$ cat config.mk
export PLATFORM = sky130hd
export DESIGN_NAME = uart_tx
export DESIGN_NICKNAME = d
export VERILOG_FILES = /design/src/rtl/uart_tx.sv
export SDC_FILE = /design/constraint.sdc
export NUM_CORES = 1
export LEC_CHECK = 0
export BUFFER_PORTS_ARGS = -buffer_cell sky130_fd_sc_hd__buf_2
export CAP_MARGIN = 20
export CELL_PAD_IN_SITES_DETAIL_PLACEMENT = 0
export CELL_PAD_IN_SITES_GLOBAL_PLACEMENT = 1
export CORE_MARGIN = 1.5
export CORE_UTILIZATION = 39
export CTS_BUF_LIST = sky130_fd_sc_hd__clkbuf_4 sky130_fd_sc_hd__clkbuf_8 sky130_fd_sc_hd__clkbuf_16
export CTS_CLUSTER_DIAMETER = 40
export CTS_CLUSTER_SIZE = 16
export DETAILED_ROUTE_END_ITERATION = 8
export GPL_TIMING_DRIVEN = 1
export PLACE_DENSITY_LB_ADDON = 0.1
export REMOVE_ABC_BUFFERS = 1
export SETUP_SLACK_MARGIN = 0.2
export SYNTH_ARGS = -nofsm -noshare
export SYNTH_HDL_FRONTEND = slang
export SYNTH_SLANG_ARGS = --single-unit
$ cat constraint.sdc
create_clock -name clk_i -period 1.7 [get_ports clk_i]
set_input_delay 0.255 -clock clk_i [delete_from_list [all_inputs] [get_ports clk_i]]
set_output_delay 0.255 -clock clk_i [all_outputs]
set_load 0.02 [all_outputs]
$ cat src/rtl/uart_tx.sv
// UART transmitter: one byte per valid/ready handshake, sent as start bit, D0..D7 LSB first,
// optional parity and 1 or 2 stop bits, each held CLK_PER_BIT cycles on a registered tx_o.
module uart_tx #(
   parameter int unsigned CLK_PER_BIT = 4,
   parameter int unsigned PARITY_EN   = 0,
   parameter int unsigned PARITY_ODD  = 0,
   parameter int unsigned STOP_BITS   = 1
) (
   input  logic       clk_i,
   input  logic       reset_i,
   input  logic       valid_i,
   output logic       ready_o,
   input  logic [7:0] data_i,
   output logic       tx_o,
   output logic       busy_o
);

   localparam int unsigned       BAUD_W         = (CLK_PER_BIT > 1) ? $clog2(CLK_PER_BIT) : 1;
   localparam logic [BAUD_W-1:0] BAUD_LAST      = BAUD_W'(CLK_PER_BIT - 1);
   localparam logic [2:0]        STOP_LAST      = 3'(STOP_BITS - 1);
   localparam logic              PARITY_ODD_BIT = (PARITY_ODD != 0);

   typedef enum logic [2:0] {
      S_IDLE   = 3'd0,
      S_START  = 3'd1,
      S_DATA   = 3'd2,
      S_PARITY = 3'd3,
      S_STOP   = 3'd4
   } state_e;

   state_e            state_q;
   logic [BAUD_W-1:0] baud_q;
   logic [BAUD_W-1:0] baud_d;
   logic [2:0]        bit_q;
   logic [7:0]        shift_q;
   logic              parity_q;
   logic              tx_q;
   logic              ready_q;
   logic              busy_q;
   logic              bit_end;

   // A serial bit ends on the last baud cycle; the counter then wraps to zero.
   assign bit_end = (baud_q == BAUD_LAST);
   assign baud_d  = bit_end ? '0 : baud_q + 1'b1;

   // NOTE: every register here is assigned with <= so all branches see the pre-edge values;
   // the data shift register and parity latch are reset too, so no X ever reaches tx_o.
   always_ff @(posedge clk_i) begin
      if (reset_i) begin
         state_q  <= S_IDLE;
         baud_q   <= '0;
         bit_q    <= '0;
         shift_q  <= '0;
         parity_q <= 1'b0;
         tx_q     <= 1'b1;
         ready_q  <= 1'b1;
         busy_q   <= 1'b0;
      end else begin
         case (state_q)
            S_IDLE: begin
               tx_q    <= 1'b1;
               ready_q <= 1'b1;
               busy_q  <= 1'b0;
               baud_q  <= '0;
               bit_q   <= '0;
               if (valid_i && ready_q) begin
                  shift_q  <= data_i;
                  parity_q <= (^data_i) ^ PARITY_ODD_BIT;
                  state_q  <= S_START;
                  tx_q     <= 1'b0;
                  ready_q  <= 1'b0;
                  busy_q   <= 1'b1;
               end
            end

            S_START: begin
               baud_q <= baud_d;
               if (bit_end) begin
                  state_q <= S_DATA;
                  tx_q    <= shift_q[0];
                  shift_q <= {1'b0, shift_q[7:1]};
               end
            end

            S_DATA: begin
               baud_q <= baud_d;
               if (bit_end) begin
                  if (bit_q == 3'd7) begin
                     bit_q <= '0;
                     if (PARITY_EN != 0) begin
                        state_q <= S_PARITY;
                        tx_q    <= parity_q;
                     end else begin
                        state_q <= S_STOP;
                        tx_q    <= 1'b1;
                     end
                  end else begin
                     bit_q   <= bit_q + 3'd1;
                     tx_q    <= shift_q[0];
                     shift_q <= {1'b0, shift_q[7:1]};
                  end
               end
            end

            S_PARITY: begin
               baud_q <= baud_d;
               if (bit_end) begin
                  state_q <= S_STOP;
                  tx_q    <= 1'b1;
               end
            end

            S_STOP: begin
               baud_q <= baud_d;
               if (bit_end) begin
                  if (bit_q == STOP_LAST) begin
                     state_q <= S_IDLE;
                     bit_q   <= '0;
                     ready_q <= 1'b1;
                     busy_q  <= 1'b0;
                  end else begin
                     bit_q <= bit_q + 3'd1;
                  end
               end
            end

            default: begin
               state_q <= S_IDLE;
               baud_q  <= '0;
               bit_q   <= '0;
               tx_q    <= 1'b1;
               ready_q <= 1'b1;
               busy_q  <= 1'b0;
            end
         endcase
      end
   end

   assign tx_o    = tx_q;
   assign ready_o = ready_q;
   assign busy_o  = busy_q;

endmodule
==> flow_summary.ini, run 1 <==
[sta]
finalSetupViolations = 0
fmax_mhz = 602.2
hold_viol = 0
rsz0062_at_grt = true
min_period_ns = 1.661
max_slew.worst_pin.slew_ns = 0.3112
slew_violations = 0
hold_ws_ns = 0.2078
skew_ns = 0.006472
finalCritPeriodShare = 0.9768
slew_headroom = 0.7872

[cells_and_area]
final_nets = 172
final_cell_mix = 20 x buf_4, 13 x inv_1, 13 x dfxtp_1, 13 x buf_2, 8 x a211oi_2
drive_above_1_share = 0.5321
layout_commonest_cell = buf_4
nFillCells = 246
syn_to_final_growth_pct = 34.85
multi_input_area_sq_um = 804.5
ff_latch_area_sq_um = 387.9
num_antenna_cells = 0

[clocking]
path_clk_slew_ns = 0.12
cts-root-buf = clkbuf_4
cts_made_buffers = 3
cts_buffer_depth = 2
cts_sinks = 19
cts-hold-fix-buffers = 0
clk_latency_ns = 0.31
cts_max_level = 1
tritoncts = done

[routing]
drc = 0
dr.pass1.iters = 4
drtIter0Drc = 37
via_count = 1058
routed_via_density = 5.658
drt-wirelength-per-cell_microns = 14.78
antenna_left = 0
finalWirelength_microns = 2764

[critical_path]
r2r_setup_slack_ns = 0.04
crit_family = compound AO/OA/AOI/OAI gates
cp.arrival_ns = 1.88
regToRegStartpoint = bit_q[0]
endpoint_kind = flop
slowest_delay_ns = 0.36
slowest_stage = dfxtp_2
crit_type = reg2reg
crit_top_cell = ha_4
path_max_fanout = 8
cp-startpoint = bit_q[0]
crit_chain = ha_4, ha_4, and4bb_2, a31oi_2, buf_6, a21o_4, a31o_1
startpoint_type = flop
crit_required_ns = 1.92
crit_buf_inv = 1

[worst_hold_path]
worstHoldStart = reset_i
hp-class = in2reg

[pwr]
power_density_nw_per_um2 = 929.8
p_int_w = 0.0009212
switchingPower_w = 0.0005236
p_comb_frac = 0.430
seqPwrFrac = 0.398
p_leak_nw = 0.5945
clockPowerShare = 0.172
p_sw_frac = 0.3624
peakVddDrop_mv = 0.7128
total_power_w = 0.001445

[synthesis]
synth_edf_count = 0
synth_mux_area_frac = 0.07709
synth_area_per_cell_sq_um = 9.219
synth_flop_cell = dfxtp_1
synth_top_family_by_area = compound AO/OA/AOI/OAI gates
yosys_warnings = 0
synthSimpleGateAreaFrac = 0.1585
seq_area_frac_synth = 0.3301
synthDistinctLibCells = 45
syn_inst = 125
synth-seq-cells = 19
yosys.area_share.xor_xnor = 0.01412
synth-compound-area-share = 0.2866
netlist_area_sq_um = 1152
synthAdderAreaFrac = 0.04343
async_flop_share = 0

[floorplan]
core_area_sq_um = 2781
die-width_microns = 57.36
start_util = 0.4143
ios = 14
rows = 19
die_area_sq_um = 3290
die_h_microns = 57.36

[global_route]
grt_use_total = 0.1880
grt_pass1_vias = 1027
grt-ovfl-total = 0
grt_max_degree = 15
grt_pass1_wl_microns = 4802
antenna_found_initial = 0

[place]
hpwl_microns = 2055
port_buffers = 13
globalplace.congestion = 0.7482

[flow_run]
max_cap_violations = 0

[outcome]
status = finished clean
## logic make-up (layout without fill, tap and decap cells)
group / Yosys count / in the layout
AOI/OAI and AO/OA: 43 / 43
xor gates and xnor gates: 1 / 1
adders and majority gates: 4 / 4
buffers and inverters: 22 / 53
DFF: 19 / 19
muxes: 8 / 8
and+or+nand+nor: 28 / 28
## worst reg2reg max path, cell delays in order, from the launching register on
cell and delay [ns]:
dfxtp_2 0.36, ha_4 0.16, ha_4 0.15, and4bb_2 0.29, a31oi_2 0.04, buf_6 0.14
a21o_4 0.25, a31o_1 0.18
## cell type report
cell class / instances / area share
flip-flops and latches: 19 / 0.2496
clock buffers: 3 / 0.01449
inverters: 14 / 0.03543
clock inverters: 1 / 0.004831
repair buffers: 35 / 0.1530
multi-input cells: 84 / 0.5177
well taps: 31 / 0.02496
## power groups by stage
stage                     Combinational (W)  Sequential [W]  Clock (W)
final                              0.000622        0.000575   0.000248
after global placement             0.000528        0.000570          0
after global routing               0.000683        0.000584   0.000285
after CTS                          0.000601        0.000573   0.000257
after detailed placement           0.000526        0.000574          0
after floorplan                    0.000305        0.000592          0
## final timing paths
kind                                   end  cells past startpoint
worst min register to register   baud_q[0]                      1
worst min-delay path                busy_o                      2
worst max register to register  shift_q[7]                      7
worst max-delay path            shift_q[7]                      7
## metrics by stage
step	setup slack [ns]	util	TNS, ns	std cells	area [sq um]
3_3_place_gp	-0.08371	0.4899	-0.4647	182	1363
5_1_grt	-0.01028	0.5587	-0.01028	187	1554
2_1_floorplan	0.02264	-	0	117	1101
6_report	0.03943	0.5587	0	187	1554
3_5_place_dp	-0.1183	0.4899	-0.6518	182	1363
4_1_cts	0.04751	0.5470	0	187	1521
## per-layer routing
| metal | vias to the layer above | share of wire | GRT usage |
|---|---|---|---|
| met5 | - | 0 | 0 |
| met1 | 511 | 0.50 | 0.2612 |
| met4 | 0 | 0.0062 | 0.03987 |
| met3 | 2 | 0.031 | 0.04762 |
| met2 | 14 | 0.46 | 0.2955 |
| li1 | 531 | - | - |
## synthesized netlist by cell type, drive strengths merged (2+ instances only)
cell type	n	area, sq um
a21oi	3	18.77
ha	4	50.05
a31oi	2	18.77
a2111oi	2	17.52
clkbuf	3	11.26
nand3	2	15.01
nor2	3	13.77
a211oi	14	105.1
nand2	4	15.01
o31ai	3	22.52
nand2b	2	12.51
buf	5	40.04
a21o	2	16.27
inv	14	52.55
nor2b	4	25.02
nor3	2	10.01
nand4	4	25.02
or4b	2	20.02
o21ai	7	35.03
dfxtp	19	380.4
mux2	7	78.83
## state kept, by name (all words and copies together), names as in the netlist
| register | cells |
|---|---|
| busy_o | 1 |
| ready_o | 1 |
| bit_q | 3 |
| baud_q | 2 |
| tx_o | 1 |
| shift_q | 8 |
| state_q | 3 |
## timing repair
action                                  CTS  global route
endpoints found under the setup margin   15            17
buffers inserted                          1             0
resized for setup                        27            10
pin swaps                                19             4
hold endpoints to repair                  0             0
(Power assumes the default switching activity.)
==> run 2: changes to the inputs <==
Settings changed: PLACE_DENSITY set to 0.71, PLACE_DENSITY_LB_ADDON 0.1 to not set.
==> run 2 against run 1 <==
Effect of this change:
- register-to-register slack improved by 0.05 ns
- total power grew 0.70%
- non-clock buffer count up 1
- via count fell by 0.66%
- clock power fell by 4%
- wire length is 3.9% higher
- die area did not move
- largest cell class unchanged
- first-iteration DRC count rose by 19%
- critical path depth shrank 2
- clock-buffer cell count unchanged
- final cell count up 0.53%
==> flow_summary.ini, run 2 (synthesis gave the netlist of run 1 again) <==
[outcome]
status = finished clean

[worst_hold_path]
hp-class = in2reg
worstHoldStart = reset_i

[sta]
finalCritPeriodShare = 0.9474
min_period_ns = 1.611
hold_viol = 0
fmax_mhz = 620.9
slew_headroom = 0.7938
rsz0062_at_grt = true
max_slew.worst_pin.slew_ns = 0.3093
slew_violations = 0
finalSetupViolations = 0
skew_ns = 0.008439

[cells_and_area]
largest_register = shift_q
layout_commonest_cell = buf_4
num_antenna_cells = 0
nFillCells = 244
syn_to_final_growth_pct = 38.00
final_cell_mix = 21 x buf_4, 13 x buf_2, 12 x inv_1, 12 x dfxtp_1, 8 x a211oi_2
finalInstanceArea_sq_um = 1590
drive_above_1_share = 0.5541
largest_reg_flops = 8
top_regs = shift_q (8), bit_q (3), state_q (3)
final_nets = 173

[floorplan]
die-width_microns = 57.36
core_area_sq_um = 2781
ios = 14
die_area_sq_um = 3290
die_h_microns = 57.36
start_util = 0.4143
rows = 19

[place]
hpwl_microns = 2066
port_buffers = 13
placed_area_sq_um = 1355
globalplace.congestion = 0.7981

[critical_path]
crit_type = reg2reg
endpoint_kind = flop
path_max_fanout = 8
cp-startpoint = bit_q[2]
crit_required_ns = 1.89
slowest_delay_ns = 0.47
crit_buf_inv = 0
crit_chain = ha_4, and4bb_2, a31oi_4, a21o_4, a211oi_2
startpoint_type = flop
crit_family = compound AO/OA/AOI/OAI gates
cp.arrival_ns = 1.80
regToRegStartpoint = bit_q[2]
slowest_stage = dfxtp_1

[routing]
drc = 0
drt-wirelength-per-cell_microns = 15.28
dr.pass1.iters = 4
finalWirelength_microns = 2873
routed_via_density = 5.590
antenna_left = 0
via_count = 1051
drtIter0Drc = 44

[clocking]
cts_sinks = 19
cts-root-buf = clkbuf_4
cts_max_level = 1
cts-hold-fix-buffers = 0
cts_buffer_depth = 2
path_clk_slew_ns = 0.12
tritoncts = done
cts_made_buffers = 3
clk_latency_ns = 0.30

[pwr]
power_density_nw_per_um2 = 914.9
peakVddDrop_mv = 0.5369
p_leak_nw = 0.6155
total_power_w = 0.001455

[global_route]
grt_pass1_wl_microns = 4698
use_met1 = 0.2475
grt_pass1_vias = 1021
top_usage_layer = met2
use_met3 = 0.02721
use_met2 = 0.2955
antenna_found_initial = 0
grt-ovfl-total = 0
grt_max_degree = 15
grt_use_total = 0.1811

[flow_run]
max_cap_violations = 0
==> run 2: per-stage QoR <==
step,cells,utilization,worst slack (ns),setup TNS [ns],hold WS [ns]
floorplan,117,-,0.02264,0,0.3241
global placement,181,0.4872,-0.02220,-0.1497,0.4188
detailed placement,181,0.4872,-0.07991,-0.5884,0.4317
CTS,186,0.5457,0.1037,0,0.1913
global route,188,0.5718,0.01523,0,0.2036
finish,188,0.5718,0.08946,0,0.1955
==> run 2: power by group <==
part	switching [W]	internal [W]	total, W	leakage, nW
Sequential	0.0000610	0.000518	0.000579	0.160
Combinational	0.000314	0.000326	0.000640	0.438
Clock	0.000149	0.0000875	0.000237	0.0177
Total	0.000524	0.000931	0.00145	0.616
==> run 2: final cells by class <==
| cell class | count | area, sq um | share of cell area |
|---|---|---|---|
| clock inverters | 1 | 5.005 | 0.003147 |
| inverters | 14 | 55.05 | 0.03462 |
| flip-flops and latches | 19 | 394.1 | 0.2478 |
| well taps | 31 | 38.79 | 0.02439 |
| multi-input cells | 84 | 829.5 | 0.5216 |
| clock buffers | 3 | 22.52 | 0.01416 |
| repair buffers | 36 | 245.2 | 0.1542 |
==> run 2: routing by layer <==
metal / part of all wire / wire, microns / vias up
met5: 0 / 0 / -
met3: 0.029 / 82 / 2
met2: 0.48 / 1393 / 19
met4: 0.0066 / 19 / 0
met1: 0.48 / 1379 / 501
li1: - / - / 529
==> run 2: repair_timing <==
action	4_1_cts	5_1_grt
endpoints found under the setup margin	16	17
setup buffers	1	2
pin swaps	16	4
gates resized for setup	29	16
endpoints found under the hold margin	0	0
==> run 2: worst paths after layout <==
kind / endpoint / depth (start not counted) / slack (ns)
worst max-delay path: shift_q[2] / 5 / 0.09
worst min-delay path: busy_o / 2 / 0.20
worst max register to register: shift_q[2] / 5 / 0.09
worst min register to register: shift_q[1] / 2 / 0.48
